File: config.mk
export PLATFORM = sky130hd
export DESIGN_NAME = cpu_bus_sync
export DESIGN_NICKNAME = d
export VERILOG_FILES = /design/src/rtl/nespc_pkg.sv /design/src/rtl/cpu_bus_sync_sync2.sv /design/src/rtl/cpu_bus_sync.sv
export SDC_FILE = /design/constraint.sdc
export NUM_CORES = 1
export LEC_CHECK = 0
export BUFFER_PORTS_ARGS = -buffer_cell sky130_fd_sc_hd__buf_2
export CAP_MARGIN = 30
export CORE_AREA = 10 10 99 136
export DETAILED_ROUTE_END_ITERATION = 16
export DIE_AREA = 0 0 109 146
export GPL_TIMING_DRIVEN = 0
export PLACE_DENSITY = 0.64
export SLEW_MARGIN = 40
export SYNTH_ARGS = -nofsm -noshare
export SYNTH_HDL_FRONTEND = slang
export SYNTH_SLANG_ARGS = --single-unit
File: constraint.sdc
create_clock -name SYSCLK -period 1.8 [get_ports SYSCLK]
set_input_delay 0 -clock SYSCLK [delete_from_list [all_inputs] [get_ports SYSCLK]]
set_output_delay 0 -clock SYSCLK [all_outputs]
set_load 0.02 [all_outputs]
File: src/rtl/nespc_pkg.sv
// Shared definitions for the NES CPU bus front end: FSM encoding and the
// register window decoded into REG_HIT.
package nespc_pkg;

    typedef enum logic [1:0] {
        S_WAIT   = 2'd0,
        S_LOW    = 2'd1,
        S_HIGH   = 2'd2,
        S_STROBE = 2'd3
    } state_e;

    localparam logic [15:0] REG_BASE = 16'h4020;
    localparam logic [15:0] REG_END  = 16'h40FF;

    function automatic logic is_reg(input logic [15:0] a);
        return (a >= REG_BASE) && (a <= REG_END);
    endfunction

endpackage

File: src/rtl/cpu_bus_sync_sync2.sv
// Parameterized-width two-flop synchronizer with asynchronous active-low reset
// and a per-bit reset value.
module sync2 #(
    parameter int             W       = 1,
    parameter logic [W-1:0]   RST_VAL = '0
) (
    input  logic         clk,
    input  logic         rst_n,
    input  logic [W-1:0] d,
    output logic [W-1:0] q
);

    logic [W-1:0] meta;

    always_ff @(posedge clk or negedge rst_n) begin
        if (!rst_n) begin
            meta <= RST_VAL;
            q    <= RST_VAL;
        end else begin
            meta <= d;
            q    <= meta;
        end
    end

endmodule

File: src/rtl/cpu_bus_sync.sv
// NES CPU bus synchronizer: one read/write strobe per qualified M2 cycle.
// Optional M2 loss watchdog is built when NESPC_M2_WDOG_EN is defined.
//
// Handshake: BUS_WR/BUS_RD are single-cycle valid pulses with no ready; BUS_A,
// BUS_D and REG_HIT are valid in the strobe cycle and held until the next one.
module cpu_bus_sync
    import nespc_pkg::*;
#(
    parameter int          M2_MIN_HIGH = 3,
    parameter logic [15:0] WDOG_LIMIT  = 16'hFFFF
) (
    input  logic        SYSCLK,
    input  logic        nRST,
    input  logic        M2,
    input  logic        nROMSEL,
    input  logic        CPU_RW,
    input  logic [14:0] CPU_A,
    input  logic [7:0]  CPU_D,
    output logic [15:0] BUS_A,
    output logic [7:0]  BUS_D,
    output logic        BUS_WR,
    output logic        BUS_RD,
    output logic        REG_HIT,
    output logic        GLITCH,
    output logic        M2_LOST,
    output state_e      dbg_state
);

    localparam int            HW    = $clog2(M2_MIN_HIGH) + 1;
    localparam logic [HW-1:0] HMAX  = '1;
    localparam logic [HW-1:0] MIN_H = HW'(M2_MIN_HIGH);

    logic [25:0]   bus_s;
    logic          m2_s, rom_s, rw_s, m2_d;
    logic [14:0]   a_s;
    logic [7:0]    d_s;
    logic          m2_fall, strobe_go;
    state_e        state;
    logic [HW-1:0] hcnt;
    logic [15:0]   cap_a;
    logic [7:0]    cap_d;
    logic          cap_rw;

    // M2 resets high so a phi2 pulse already in progress at reset release is
    // skipped by S_WAIT instead of being seen as a fresh rising edge.
    sync2 #(.W(26), .RST_VAL(26'h200_0000)) u_sync (
        .clk   (SYSCLK),
        .rst_n (nRST),
        .d     ({M2, nROMSEL, CPU_RW, CPU_A, CPU_D}),
        .q     (bus_s)
    );

    assign m2_s  = bus_s[25];
    assign rom_s = bus_s[24];
    assign rw_s  = bus_s[23];
    assign a_s   = bus_s[22:8];
    assign d_s   = bus_s[7:0];

    always_ff @(posedge SYSCLK or negedge nRST) begin
        if (!nRST) m2_d <= 1'b1;
        else       m2_d <= m2_s;
    end

    assign m2_fall   = m2_d & ~m2_s;
    assign strobe_go = (state == S_HIGH) && m2_fall && (hcnt >= MIN_H);
    assign dbg_state = state;

    always_ff @(posedge SYSCLK or negedge nRST) begin
        if (!nRST) begin
            state   <= S_WAIT;
            hcnt    <= '0;
            cap_a   <= '0;
            cap_d   <= '0;
            cap_rw  <= 1'b1;
            BUS_A   <= '0;
            BUS_D   <= '0;
            BUS_WR  <= 1'b0;
            BUS_RD  <= 1'b0;
            REG_HIT <= 1'b0;
            GLITCH  <= 1'b0;
        end else begin
            BUS_WR <= 1'b0;
            BUS_RD <= 1'b0;
            GLITCH <= 1'b0;
            case (state)
                S_WAIT: if (!m2_s) state <= S_LOW;
                S_LOW: begin
                    if (m2_s) begin
                        state <= S_HIGH;
                        hcnt  <= HW'(1);
                    end
                end
                S_HIGH: begin
                    if (m2_s) begin
                        if (hcnt != HMAX) hcnt <= hcnt + HW'(1);
                        cap_a  <= {~rom_s, a_s};
                        cap_d  <= d_s;
                        cap_rw <= rw_s;
                    end else if (strobe_go) begin
                        state   <= S_STROBE;
                        BUS_WR  <= ~cap_rw;
                        BUS_RD  <= cap_rw;
                        BUS_A   <= cap_a;
                        BUS_D   <= cap_d;
                        REG_HIT <= is_reg(cap_a);
                    end else begin
                        GLITCH <= 1'b1;
                        state  <= S_LOW;
                    end
                end
                S_STROBE: state <= S_LOW;
                default:  state <= S_WAIT;
            endcase
        end
    end

`ifdef NESPC_M2_WDOG_EN
    logic [15:0] wdog_cnt;
    logic        m2_lost_q;

    // Cleared on the edge that raises the strobe, so the count is measured
    // from the strobe cycle itself.
    always_ff @(posedge SYSCLK or negedge nRST) begin
        if (!nRST) begin
            wdog_cnt  <= '0;
            m2_lost_q <= 1'b0;
        end else if (strobe_go) begin
            wdog_cnt  <= '0;
            m2_lost_q <= 1'b0;
        end else if (wdog_cnt != WDOG_LIMIT) begin
            wdog_cnt <= wdog_cnt + 16'd1;
            if (wdog_cnt + 16'd1 == WDOG_LIMIT) m2_lost_q <= 1'b1;
        end
    end

    assign M2_LOST = m2_lost_q;
`else
    assign M2_LOST = 1'b0;
`endif

endmodule

**After elaboration in Yosys (flattened, before gate mapping)**

Index checks and enable logic that the tools add are counted.

- Register bits after elaboration: 111
- Bits in latches: 0
- RAM bits: 0
- ROM bits: 0
- Output and inout bits: 31
- Word-level logic and storage cells: 58
- Memories: 0

- $add $sub $neg: 1
- Multipliers: 0
- Divide/modulo/power cells: 0
- Order comparisons: 3
- Eq/ne operators: 9
- Shift operators: 0
- Multiplexer cells: 18
- Bitwise gates (word level): 4
- Reduce and logical (&&, ||, !) cells: 9

Operator list:

| kind | count |
|---|---|
| $ge A16 B15 Y1 const B | 1 |
| $le A16 B15 Y1 const B | 1 |
| $mux W1 | 9 |
| $mux W3 | 3 |
| $mux W2 | 4 |
| $pmux W2 S4 | 1 |
| $ne A2 B1 Y1 const B | 3 |
| $pmux W3 S2 | 1 |
| $reduce_and A3 Y1 | 2 |
| $eq A2 B2 Y1 const B | 2 |
| $ne A2 B2 Y1 const B | 2 |
| $reduce_and A4 Y1 | 1 |
| $add A3 B1 Y3 const B | 1 |
| $ge A3 B2 Y1 const B | 1 |
| $logic_and A1 B1 Y1 | 3 |
| $ne A3 B3 Y1 const B | 1 |
| $not A1 Y1 | 3 |
| $eq A2 B1 Y1 const B | 1 |
| $logic_not A2 Y1 | 1 |
| $reduce_and A2 Y1 | 1 |
| $reduce_bool A2 Y1 | 1 |
| $and A1 B1 Y1 | 1 |

**Logic depth before layout (Yosys ltp)**

- Depth in word-level cells: 7
- Depth in mapped cells: 7

**Hierarchy**

A second synthesis with hierarchy kept.

- Cell total of the unflattened synthesis: 208
- Area, all modules: 3761.1 um2

By module, submodules not included:

| module | instances | cells each | area each (um2) | seq. area each (um2) |
|---|---|---|---|---|
| cpu_bus_sync | 1 | 156 | 2457.4 | 1478.9 |
| sync2 | 1 | 52 | 1303.8 | 1303.8 |

**Worst setup path after synthesis**

Ideal clock, no wire load.

- Path kind: register -> register
- Start point: register hcnt[0]
- End point: register BUS_A[10]
- Setup time: 125 ps
- Arrival: 1788 ps
- Setup slack: -113 ps
- Stages on the path, launching flop included: 8
- Buffers on the path: 2
- Period minus slack after synthesis: 1913 ps
- Cells stage by stage: dfrtp_1 > ha_1 > ha_1 > a211o_1 > and4_4 > buf_6 > buf_6 > mux2_4

- Cells in the longest elaborated chain, start to end: 3

Ends and longest elaborated chain:

| what | RTL line | text |
|---|---|---|
| from (decl) | cpu_bus_sync.sv:39 | `logic [HW-1:0] hcnt;` |
| from (signal assigned) | cpu_bus_sync.sv:95 | `if (hcnt != HMAX) hcnt <= hcnt + HW'(1);` |
| $ge A3 B2 Y1 | cpu_bus_sync.sv:65 | `assign strobe_go = (state == S_HIGH) && m2_fall && (hcnt >= MIN_H);` |
| $logic_and A1 B1 Y1 | cpu_bus_sync.sv:65 |  |
| $reduce_and A3 Y1 (no line) | - |  |
| to (signal assigned) | cpu_bus_sync.sv:103 | `BUS_A <= cap_a;` |
| to (decl) | cpu_bus_sync.sv:19 | `output logic [15:0] BUS_A,` |

Every way passes these cells.
A chain may end at the register's enable or synchronous reset.

**Worst setup path in the final report**

- Start point: register hcnt[0]
- End point: register BUS_A[7]

Same word-level chain as after synthesis.

==> impl_results.md <==
- Status: finished, violations left
- Failing checks: setup timing
- Yosys cell types: 29
- Worst min path class: input pin to async pin
- Row count: 46
- Routed vias/inst: around 4.3
- Fin. max-slew vios: 0
- DRT Wirelength: approximately 7000 um
- Avg WL per Cell: ~15 um
- Cell area power density: 1284 mW/mm^2
- Grt ovf: 0
- Post-DP HPWL: about 4400 um
- Highest clock rate: 0.5449 GHz
- ANT nets after route: 0
- Pre-CTS WS: -233.4 ps
- Die span in y: 146 um
- Commonest non-fill, non-tap cell in the layout: dfrtp_1
- Period utilization: 1.020
- Most frequent cells in the layout: dfrtp_1 (106), buf_2 (56), mux2_2 (32)
- Worst Setup End Kind: flop
- Worst hold margin: 173.5 ps
- Final setup vio count: 18
- Clock slew at reported path FFs: roughly 70 ps
- PortBufs: between 50 and 60
- CTS tree: built
- RSZ-0062 raised after global routing: true
- Layout cells sized above 1: 0.4704
- Fin util: 0.4515
- P&R area growth vs syn: 33.11%
- CTS Sinks: ~110
- Synthesized instance count: between 200 and 250
- YS warnings: 0
- IO Pins: 59
- WP data required: ~2000 ps
- CTS Buf Count: 9
- Setup TNS: -340.0 ps
- Most used cell, CP: ha_4
- Maxcap violations: 0
- Die area: 0.01591 sq mm
- Syn nets: approximately 240
- R2R Path End: BUS_A[7]$_DFFE_PN0P_
- Setup CP Type: flop to flop
- First-pass GRT wire length: approximately 12000 um
- Worst path slowest cell: dfrtp_1
- Critical Path Fanout Max: 7
- Clock tree root driver cell: clkbuf_16
- CP Cell Sequence: ha_4, ha_4, a211o_1, and4_4, clkbuf_16, mux2_4
- Antenna diode count: 0
- Setup ws final: -35.22 ps
- GRT Total Usage: 0.09364
- Worst skew pair latency: around 340 ps
- Initial antenna violation count: 0
- DRC Markers: 0
- Synth Register Bits: between 100 and 150
- Synth Cell Area: between 0.003 and 0.004 sq mm
- Register area share after synthesis: 0.7386
- # nets final: around 350
- Worst clock skew: about 5.1 ps
- Final GP Congestion: 0.6843
- Clk buf depth: 2
- # H-tree levels: 3
- Worst reg-to-reg setup slack: -40 ps
- Vias in the first global route: ~2300
- Leak: around 2.4 nW
- CP max stage delay: ~420 ps
- Initial core utilization: 0.3392
- Vias: 1985
- Core area: 0.01111 sq mm
- Largest net degree at the start of global routing: 61
- Crit path time final: between 1500 and 2000 ps
- DRT iter0 DRCs: 27
- Startpoint Class: flop
- Die X: ~110 um
- R2R depth: 6
- Peak supply drop: between 0.6 and 0.7 mV
- Post-placement cell area: around 0.0043 sq mm
- Post-route cell area: 0.005015 sq mm
- Pre-Repair DR Iteration Count: 4
- Final hold viol count: 0
- Syn_area_per_cell: 18.20 sq um
- Worst reg2reg startpoint: hcnt[0]$_DFFE_PN0P_
- Fillers: approximately 1000
- Critical path arrival: approximately 2100 ps
[per-layer routing]
layer / up-vias / GRT usage / wire (um)
met4: 0 / 0.05952 / 185
li1: 927 / - / -
met3: 11 / 0.02438 / 332
met2: 44 / 0.1429 / 3487
met5: - / 0 / 0
met1: 1003 / 0.1133 / 2923
[cell families after synthesis]
group	after synthesis	share of synthesized area
buffers and inverters	11	0.02125
and+or+nand+nor	14	0.02292
AOI/OAI and AO/OA	12	0.02391
DFF	111	0.7386
muxes	51	0.1690
other	1	0.0009954
adders and majority gates	7	0.02325
[Yosys cell counts]
cell,count,area (sq um)
dfrtp_1,107,2678
mux2_2,33,371.6
mux2_4,17,255.2
ha_1,7,87.58
dfstp_2,4,105.1
inv_1,4,15.01
a22o_1,3,26.28
buf_2,3,15.01
nand2_1,3,11.26
o21ai_0,3,15.01
buf_6,2,22.52
nor2_1,2,7.510
nor2b_1,2,12.51
nor3b_1,2,15.01
a211o_1,1,8.760
a21oi_1,1,5.000
a41oi_1,1,8.760
and2_1,1,6.260
and2b_1,1,7.510
and4_4,1,11.26
buf_12,1,20.02
buf_4,1,7.510
conb_1,1,3.750
mux2i_1,1,10.01
nor4_1,1,6.260
nor4b_1,1,8.760
o2bb2ai_1,1,8.760
o311a_1,1,10.01
o31ai_1,1,7.510
[state kept, by name, indices dropped and copies added, names as in the netlist]
name and count:
cap_a 16, BUS_D 8, u_sync.meta 26, BUS_RD 1, GLITCH 1, REG_HIT 1, cap_rw 1, m2_d 1
hcnt 3, cap_d 8, BUS_A 16, dbg_state 2, BUS_WR 1, u_sync.q 26
[layout make-up]
type | instances | area, sq um | area share
timing repair buffer | 99 | 749.5 | 0.1495
clock inverter | 3 | 18.77 | 0.003743
tap | 144 | 180.2 | 0.03593
buffer | 6 | 81.33 | 0.01622
sequential | 111 | 2784 | 0.5551
inverter | 4 | 15.01 | 0.002994
multi-input combinational | 85 | 935.9 | 0.1866
clock buffer | 13 | 250.2 | 0.04990
[worst max path at each step]
stage | from | endpoint | slack [ps]
global placement | nRST | dbg_state[0]$_DFFE_PN0P_ | -680
detailed placement | dbg_state[0]$_DFFE_PN0P_ | cap_a[9]$_DFFE_PN0P_ | -230
global route | hcnt[0]$_DFFE_PN0P_ | BUS_A[5]$_DFFE_PN0P_ | -70
finish | hcnt[0]$_DFFE_PN0P_ | BUS_A[7]$_DFFE_PN0P_ | -40
floorplan | hcnt[1]$_DFFE_PN0P_ | BUS_A[0]$_DFFE_PN0P_ | 6
CTS | hcnt[1]$_DFFE_PN0P_ | BUS_A[8]$_DFFE_PN0P_ | -40
[stage by stage]
stage | cells | power (mW)
CTS | 455 | 6.401
global route | 465 | 6.846
global placement | 408 | 4.406
finish | 465 | 6.439
floorplan | 207 | 4.058
detailed placement | 409 | 4.491
[critical path: cells and delay by family (launching register included)]
kind            cells  cell delay (ps)
flops               1              420
fa+ha+maj           2              340
mux                 1              290
simple gates        1              250
compound gates      1              240
buf+inv             1              180
[power breakdown]
part	switching, mW	internal, mW
Sequential	0.276	2.98
Combinational	0.602	0.771
Clock	0.829	0.976
Total	1.71	4.73
[what timing repair did]
action / CTS / global route
hold buffers: 27 / 0
setup buffers: 4 / 9
pin swaps: 1 / 2
endpoints found under the hold margin: 127 / 0
cloned: 0 / 2
setup endpoints to repair: 36 / 43
gates resized for setup: 4 / 8
No activity file was read; power rests on OpenSTA's default activity.
